**src/rtl/relu_pkg.sv**
```systemverilog
// Shared fp32 helpers for the ReLU backward datapath: field positions and
// the sign/zero-aware power-of-two down-scale used by the leaky slope.
package relu_pkg;

  typedef logic [31:0] fp32_t;

  localparam int         FP_EXP_MSB = 30;
  localparam int         FP_EXP_LSB = 23;
  localparam logic [7:0] FP_EXP_INF = 8'hFF;

  // Strictly positive: sign clear and not +0.0. +Inf and +NaN count as positive.
  function automatic logic fp_is_positive(input fp32_t x);
    return !x[31] && (x[FP_EXP_MSB:0] != 31'd0);
  endfunction

  // x * 2^-shift by exponent subtraction; the compare guards the subtraction
  // so it never wraps, and results that would go subnormal flush to signed zero.
  function automatic fp32_t fp_scale_pow2(input fp32_t x, input logic [4:0] shift);
    logic [7:0] e;
    e = x[FP_EXP_MSB:FP_EXP_LSB];
    if (e == FP_EXP_INF) return x;
    if (e <= {3'b000, shift}) return {x[31], 31'd0};
    return {x[31], e - {3'b000, shift}, x[FP_EXP_LSB-1:0]};
  endfunction

endpackage

```
**src/rtl/relu_backward_lane.sv**
```systemverilog
// One combinational lane of the ReLU / leaky-ReLU backward pass: pass the
// gradient where the forward activation was positive, otherwise gate it.
module relu_backward_lane
  import relu_pkg::*;
#(
  parameter int LEAKY       = 0,
  parameter int SLOPE_SHIFT = 3
) (
  input  logic [31:0] fwd,
  input  logic [31:0] grad,
  output logic [31:0] out,
  output logic        gated
);

  localparam logic [4:0] SHIFT = 5'(SLOPE_SHIFT);

  always_comb begin
    // NOTE: every output gets a default before any branch, so no latch is inferred.
    gated = !fp_is_positive(fwd);
    out   = grad;
    if (gated) begin
      out = (LEAKY != 0) ? fp_scale_pow2(grad, SHIFT) : 32'h0000_0000;
    end
  end

endmodule

```
**src/rtl/relu_backward_stream_layer.sv**
```systemverilog
// Streaming ReLU backward layer: WIDTH lanes per beat, two valid/ready
// register stages, id tag and gated-lane count carried alongside the data.
module relu_backward_stream_layer
  import relu_pkg::*;
#(
  parameter int WIDTH       = 16,
  parameter int LEAKY       = 0,
  parameter int SLOPE_SHIFT = 3
) (
  input  logic                       clk,
  input  logic                       reset,
  input  logic                       in_valid,
  output logic                       in_ready,
  input  logic [7:0]                 id,
  input  logic [32*WIDTH-1:0]        fwd_vec,
  input  logic [32*WIDTH-1:0]        grad_vec,
  output logic                       out_valid,
  input  logic                       out_ready,
  output logic [7:0]                 id_out,
  output logic [32*WIDTH-1:0]        out_vec,
  output logic [$clog2(WIDTH+1)-1:0] gate_cnt
);

  localparam int CNT_W = $clog2(WIDTH+1);

  logic [32*WIDTH-1:0] lane_out;
  logic [WIDTH-1:0]    lane_gated;
  logic [CNT_W-1:0]    lane_cnt;

  for (genvar i = 0; i < WIDTH; i++) begin : g_lane
    relu_backward_lane #(
      .LEAKY       (LEAKY),
      .SLOPE_SHIFT (SLOPE_SHIFT)
    ) u_lane (
      .fwd   (fwd_vec[32*i +: 32]),
      .grad  (grad_vec[32*i +: 32]),
      .out   (lane_out[32*i +: 32]),
      .gated (lane_gated[i])
    );
  end

  always_comb begin
    lane_cnt = '0;
    for (int i = 0; i < WIDTH; i++) begin
      lane_cnt = lane_cnt + CNT_W'(lane_gated[i]);
    end
  end

  logic                s1_valid;
  logic [7:0]          s1_id;
  logic [32*WIDTH-1:0] s1_vec;
  logic [CNT_W-1:0]    s1_cnt;
  logic                s2_valid;
  logic                s1_adv;
  logic                s2_adv;

  // A stage may load whenever it is empty or its contents leave this cycle.
  assign s2_adv   = !s2_valid || out_ready;
  assign s1_adv   = !s1_valid || s2_adv;
  assign in_ready = s1_adv;

  // NOTE: datapath registers are reset too, so out_vec/id_out/gate_cnt read 0 while reset is held.
  always_ff @(posedge clk or posedge reset) begin
    if (reset) begin
      s1_valid <= 1'b0;
      s1_id    <= '0;
      s1_vec   <= '0;
      s1_cnt   <= '0;
    end else if (s1_adv) begin
      // NOTE: non-blocking so S2 below samples the pre-edge S1 contents.
      s1_valid <= in_valid;
      if (in_valid) begin
        s1_id  <= id;
        s1_vec <= lane_out;
        s1_cnt <= lane_cnt;
      end
    end
  end

  always_ff @(posedge clk or posedge reset) begin
    if (reset) begin
      s2_valid <= 1'b0;
      id_out   <= '0;
      out_vec  <= '0;
      gate_cnt <= '0;
    end else if (s2_adv) begin
      s2_valid <= s1_valid;
      if (s1_valid) begin
        id_out   <= s1_id;
        out_vec  <= s1_vec;
        gate_cnt <= s1_cnt;
      end
    end
  end

  assign out_valid = s2_valid;

endmodule
```
**config.mk**
```make
export PLATFORM = sky130hd
export DESIGN_NAME = relu_backward_stream_layer
export DESIGN_NICKNAME = d
export VERILOG_FILES = /design/src/rtl/relu_pkg.sv /design/src/rtl/relu_backward_lane.sv /design/src/rtl/relu_backward_stream_layer.sv
export SDC_FILE = /design/constraint.sdc
export NUM_CORES = 2
export LEC_CHECK = 0
export BUFFER_PORTS_ARGS = -buffer_cell sky130_fd_sc_hd__clkbuf_2
export CAP_MARGIN = 10
export CORE_AREA = 5 5 599 601
export CTS_CLUSTER_DIAMETER = 50
export DETAILED_ROUTE_END_ITERATION = 10
export DIE_AREA = 0 0 604 606
export GPL_ROUTABILITY_DRIVEN = 0
export PLACE_DENSITY_LB_ADDON = 0.25
export SLEW_MARGIN = 20
export SYNTH_ARGS = -nofsm -noshare
export SYNTH_HDL_FRONTEND = slang
export SYNTH_SLANG_ARGS = --single-unit
```
**constraint.sdc**
```tcl
create_clock -name clk -period 29.9 [get_ports clk]
set_input_delay 2.99 -clock clk [delete_from_list [all_inputs] [get_ports clk]]
set_output_delay 2.99 -clock clk [all_outputs]
set_load 0.1 [all_outputs]
```
==> metrics.txt <==
status finished clean; Buf/Inv on CP 5; Reg clk slew, reported paths 0.06 ns; DIE WIDTH 604 um; final hold vios 0; Power per Cell Area 93.24 mW/mm^2; via/cell ratio 3.436; H-tree levels 4; WL met1 91700 um; Comb power frac 0.297; Worst Hold Path EP out_vec[458]$_DFFE_PP0P_; Clock Power Share 0.398; # Max-Cap Violations 0; sw frac 0.4197; highest cell delay on the worst timing path 0.60 ns; FMAX 0.1396 GHz; Max Root-Sink Buffers 4; Post-DP HPWL 187100 um; kind of start point of the critical path primary input; R2R cell count 9; part of the power in registers 0.305; crit path DAT 7.89 ns; Clock Latency Late Sink 0.87 ns; Final Cell Area 0.06316 mm^2; Post-CTS Hold Fix Bufs 0; RSZ-0062 raised after global routing no; CP Cell Sequence clkbuf_2 > nor4_1 > nand4_1 > o21bai_4 > buf_4 > fa_1 > fa_1 > fa_1 > inv_1 > fa_1 > inv_1 > ha_1 > inv_1 > fa_1 > nor2b_1 > o21ai_0 > o21ai_1; Layout area overhead 47.03%; Die H 606 um; Synth Cell Area 0.04296 mm^2; number of synthesized register bits 1052; crit path time final 7.162 ns; PostCTS Resize Cnt 0; CP required 30.62 ns; Root Buffer clkbuf_16; nets 6064; Ports 1563; DR pass1 iterations 5; Final WS setup 22.74 ns; Final Skew 0.06766 ns; # DRC 0; Highest Signal Layer met5; crit-path most repeated cell fa_1; fill count 38920; Lkg Pwr 31.27 nW; dpl cell area 0.05623 mm^2; Yosys cell types 29; FF-to-FF Start s1_valid$_DFFE_PP0N_; core footprint 0.3521 mm^2; hold path cells 1; setup repair bufs after CTS 0; Crit. End Element flip-flop; Starting Density 0.1220; FF-to-FF End s1_vec[458]$_DFFE_PP0P_; net switching power 2.472 mW; total gr overflow 0; vias in the first global route 36360; average cell area after synthesis 12.56 um^2; Post-Place Worst Slack 21.90 ns; peak supply drop 52.57 uV; DRT Wirelength 236400 um; IO buf count 1562; Syn Nets 4472; Met3 Wirelength 16930 um; CTS sink cnt 1052; Final Cycle Share 0.2395; ANT nets after route 0; Avg WL per Cell 23.83 um; antenna violations before repair 64; CP top delay family adder cells; row count 218; layout cells sized above 1 0.3851; iteration-0 DRC count of the detailed router 2002; commonest cells after routing, fill and taps aside 1561 x clkbuf_2, 1052 x dfrtp_1, 525 x mux2_1; worst-margin pin slew 1.087 ns; Cell Int Power 3.417 mW; Total GRT Usage 0.1235; Hold Startpoint s1_vec[458]$_DFFE_PP0P_; hold crit path type reg2reg; CTS tree built; pin count of the biggest net entering global routing 153; Ys Warns 0; Final Max Tran Viols 0; critical path's slowest cell fa_1; length of routed met2 wiring 121300 um; cell count after synthesis 3421; R2R setup slack 24.81 ns; Vias 34090; Max-Slew Margin vs Limit 0.2755; final setup fails 0; first-pass GRT wire length 318000 um; full die area 0.3660 mm^2; sequential area share after synthesis 0.6128; most common cell after layout, fill and taps aside clkbuf_2; Crit Path Max Fanout 33; Fin Setup TNS 0 ns; critical path type in2reg; CTS Buf Count 195
synth_stat cells (all sizes together):
| library cell | number | area share |
|---|---|---|
| a41oi | 5 | 0.0032 |
| and4 | 5 | 0.0010 |
| nor2b | 1 | 0.00015 |
| mux2 | 525 | 0.14 |
| clkbuf | 107 | 0.0093 |
| buf | 115 | 0.016 |
| nor3 | 11 | 0.0013 |
| ha | 5 | 0.0015 |
| and2 | 161 | 0.023 |
| nor4 | 112 | 0.022 |
| o21bai | 11 | 0.0019 |
| dfrtp | 1052 | 0.61 |
| o21ai | 5 | 0.00058 |
| or4 | 5 | 0.0013 |
| nand4 | 22 | 0.0032 |
| fa | 10 | 0.0047 |
| a21oi | 1 | 0.00012 |
| xor2 | 2 | 0.00041 |
| inv | 364 | 0.032 |
| nand2 | 385 | 0.034 |
| nand2b | 3 | 0.00044 |
| o31ai | 352 | 0.062 |
| a21o | 1 | 0.00017 |
| a31o | 160 | 0.033 |
| nand3b | 1 | 0.00017 |
registers in the layout, summed over array words and instances (netlist names):
register and cells:
out_vec 512, s1_vec 512, id_out 8, s1_id 8
gate_cnt 5, s1_cnt 5, out_valid 1, s1_valid 1
stage by stage:
stage	instances	util	total power [mW]	hold WS, ns
after floorplan	3421	-	3.053	0.4385
after global placement	9546	0.1597	3.602	0.4515
after detailed placement	9546	0.1597	3.610	0.4555
after CTS	9903	0.1792	6.023	0.4353
after global routing	9911	0.1793	6.135	0.4633
final	9920	0.1794	5.889	0.4445
power groups by stage:
stage	Combinational (mW)	Clock, mW	Sequential, mW
after global routing	1.83	2.49	1.82
after global placement	1.78	0	1.82
after CTS	1.79	2.43	1.80
after detailed placement	1.79	0	1.82
after floorplan	0.297	0	2.76
final	1.75	2.34	1.79
layer usage:
layer / vias to the layer above / global-route usage
met1: 17350 / 0.1420
li1: 15150 / -
met5: - / 0
met2: 1213 / 0.2223
met4: 34 / 0.03261
met3: 343 / 0.03641
final cells by class:
| type | count | area, um^2 | area share |
|---|---|---|---|
| multi-input combinational | 1783 | 14330 | 0.2269 |
| timing repair buffer | 1617 | 8280 | 0.1311 |
| antenna | 17 | 42.54 | 0.0006735 |
| tap | 4730 | 5918 | 0.09370 |
| sequential | 1052 | 26330 | 0.4168 |
| clock buffer | 231 | 5177 | 0.08197 |
| inverter | 364 | 1370 | 0.02169 |
| clock inverter | 126 | 1717 | 0.02718 |
kinds of logic (layout without fill, tap and decap cells):
| family | count (synthesis) | count (layout) | share of synthesized area |
|---|---|---|---|
| compound gates | 535 | 535 | 0.1001 |
| xor+xnor | 2 | 2 | 0.0004078 |
| fa+ha+maj | 15 | 15 | 0.006117 |
| buf+inv | 586 | 2338 | 0.05668 |
| flops | 1052 | 1052 | 0.6128 |
| mux | 525 | 525 | 0.1376 |
| other cells | 0 | 17 | 0 |
| simple gates | 706 | 706 | 0.08621 |
worst max path at each step:
stage / end / cells past startpoint / startpoint / slack (ns)
after detailed placement: s1_cnt[2]$_DFFE_PP0P_ / 16 / fwd_vec[358] / 21.90
after global placement: s1_cnt[4]$_DFFE_PP0P_ / 17 / fwd_vec[482] / 21.86
after global routing: out_vec[117]$_DFFE_PP0P_ / 7 / reset / 22.38
after floorplan: gate_cnt[0]$_DFFE_PP0P_ / 1 / reset / 12.40
after CTS: s1_cnt[4]$_DFFE_PP0P_ / 17 / fwd_vec[358] / 22.83
final: s1_cnt[4]$_DFFE_PP0P_ / 17 / fwd_vec[358] / 22.74
(Power assumes the default switching activity.)
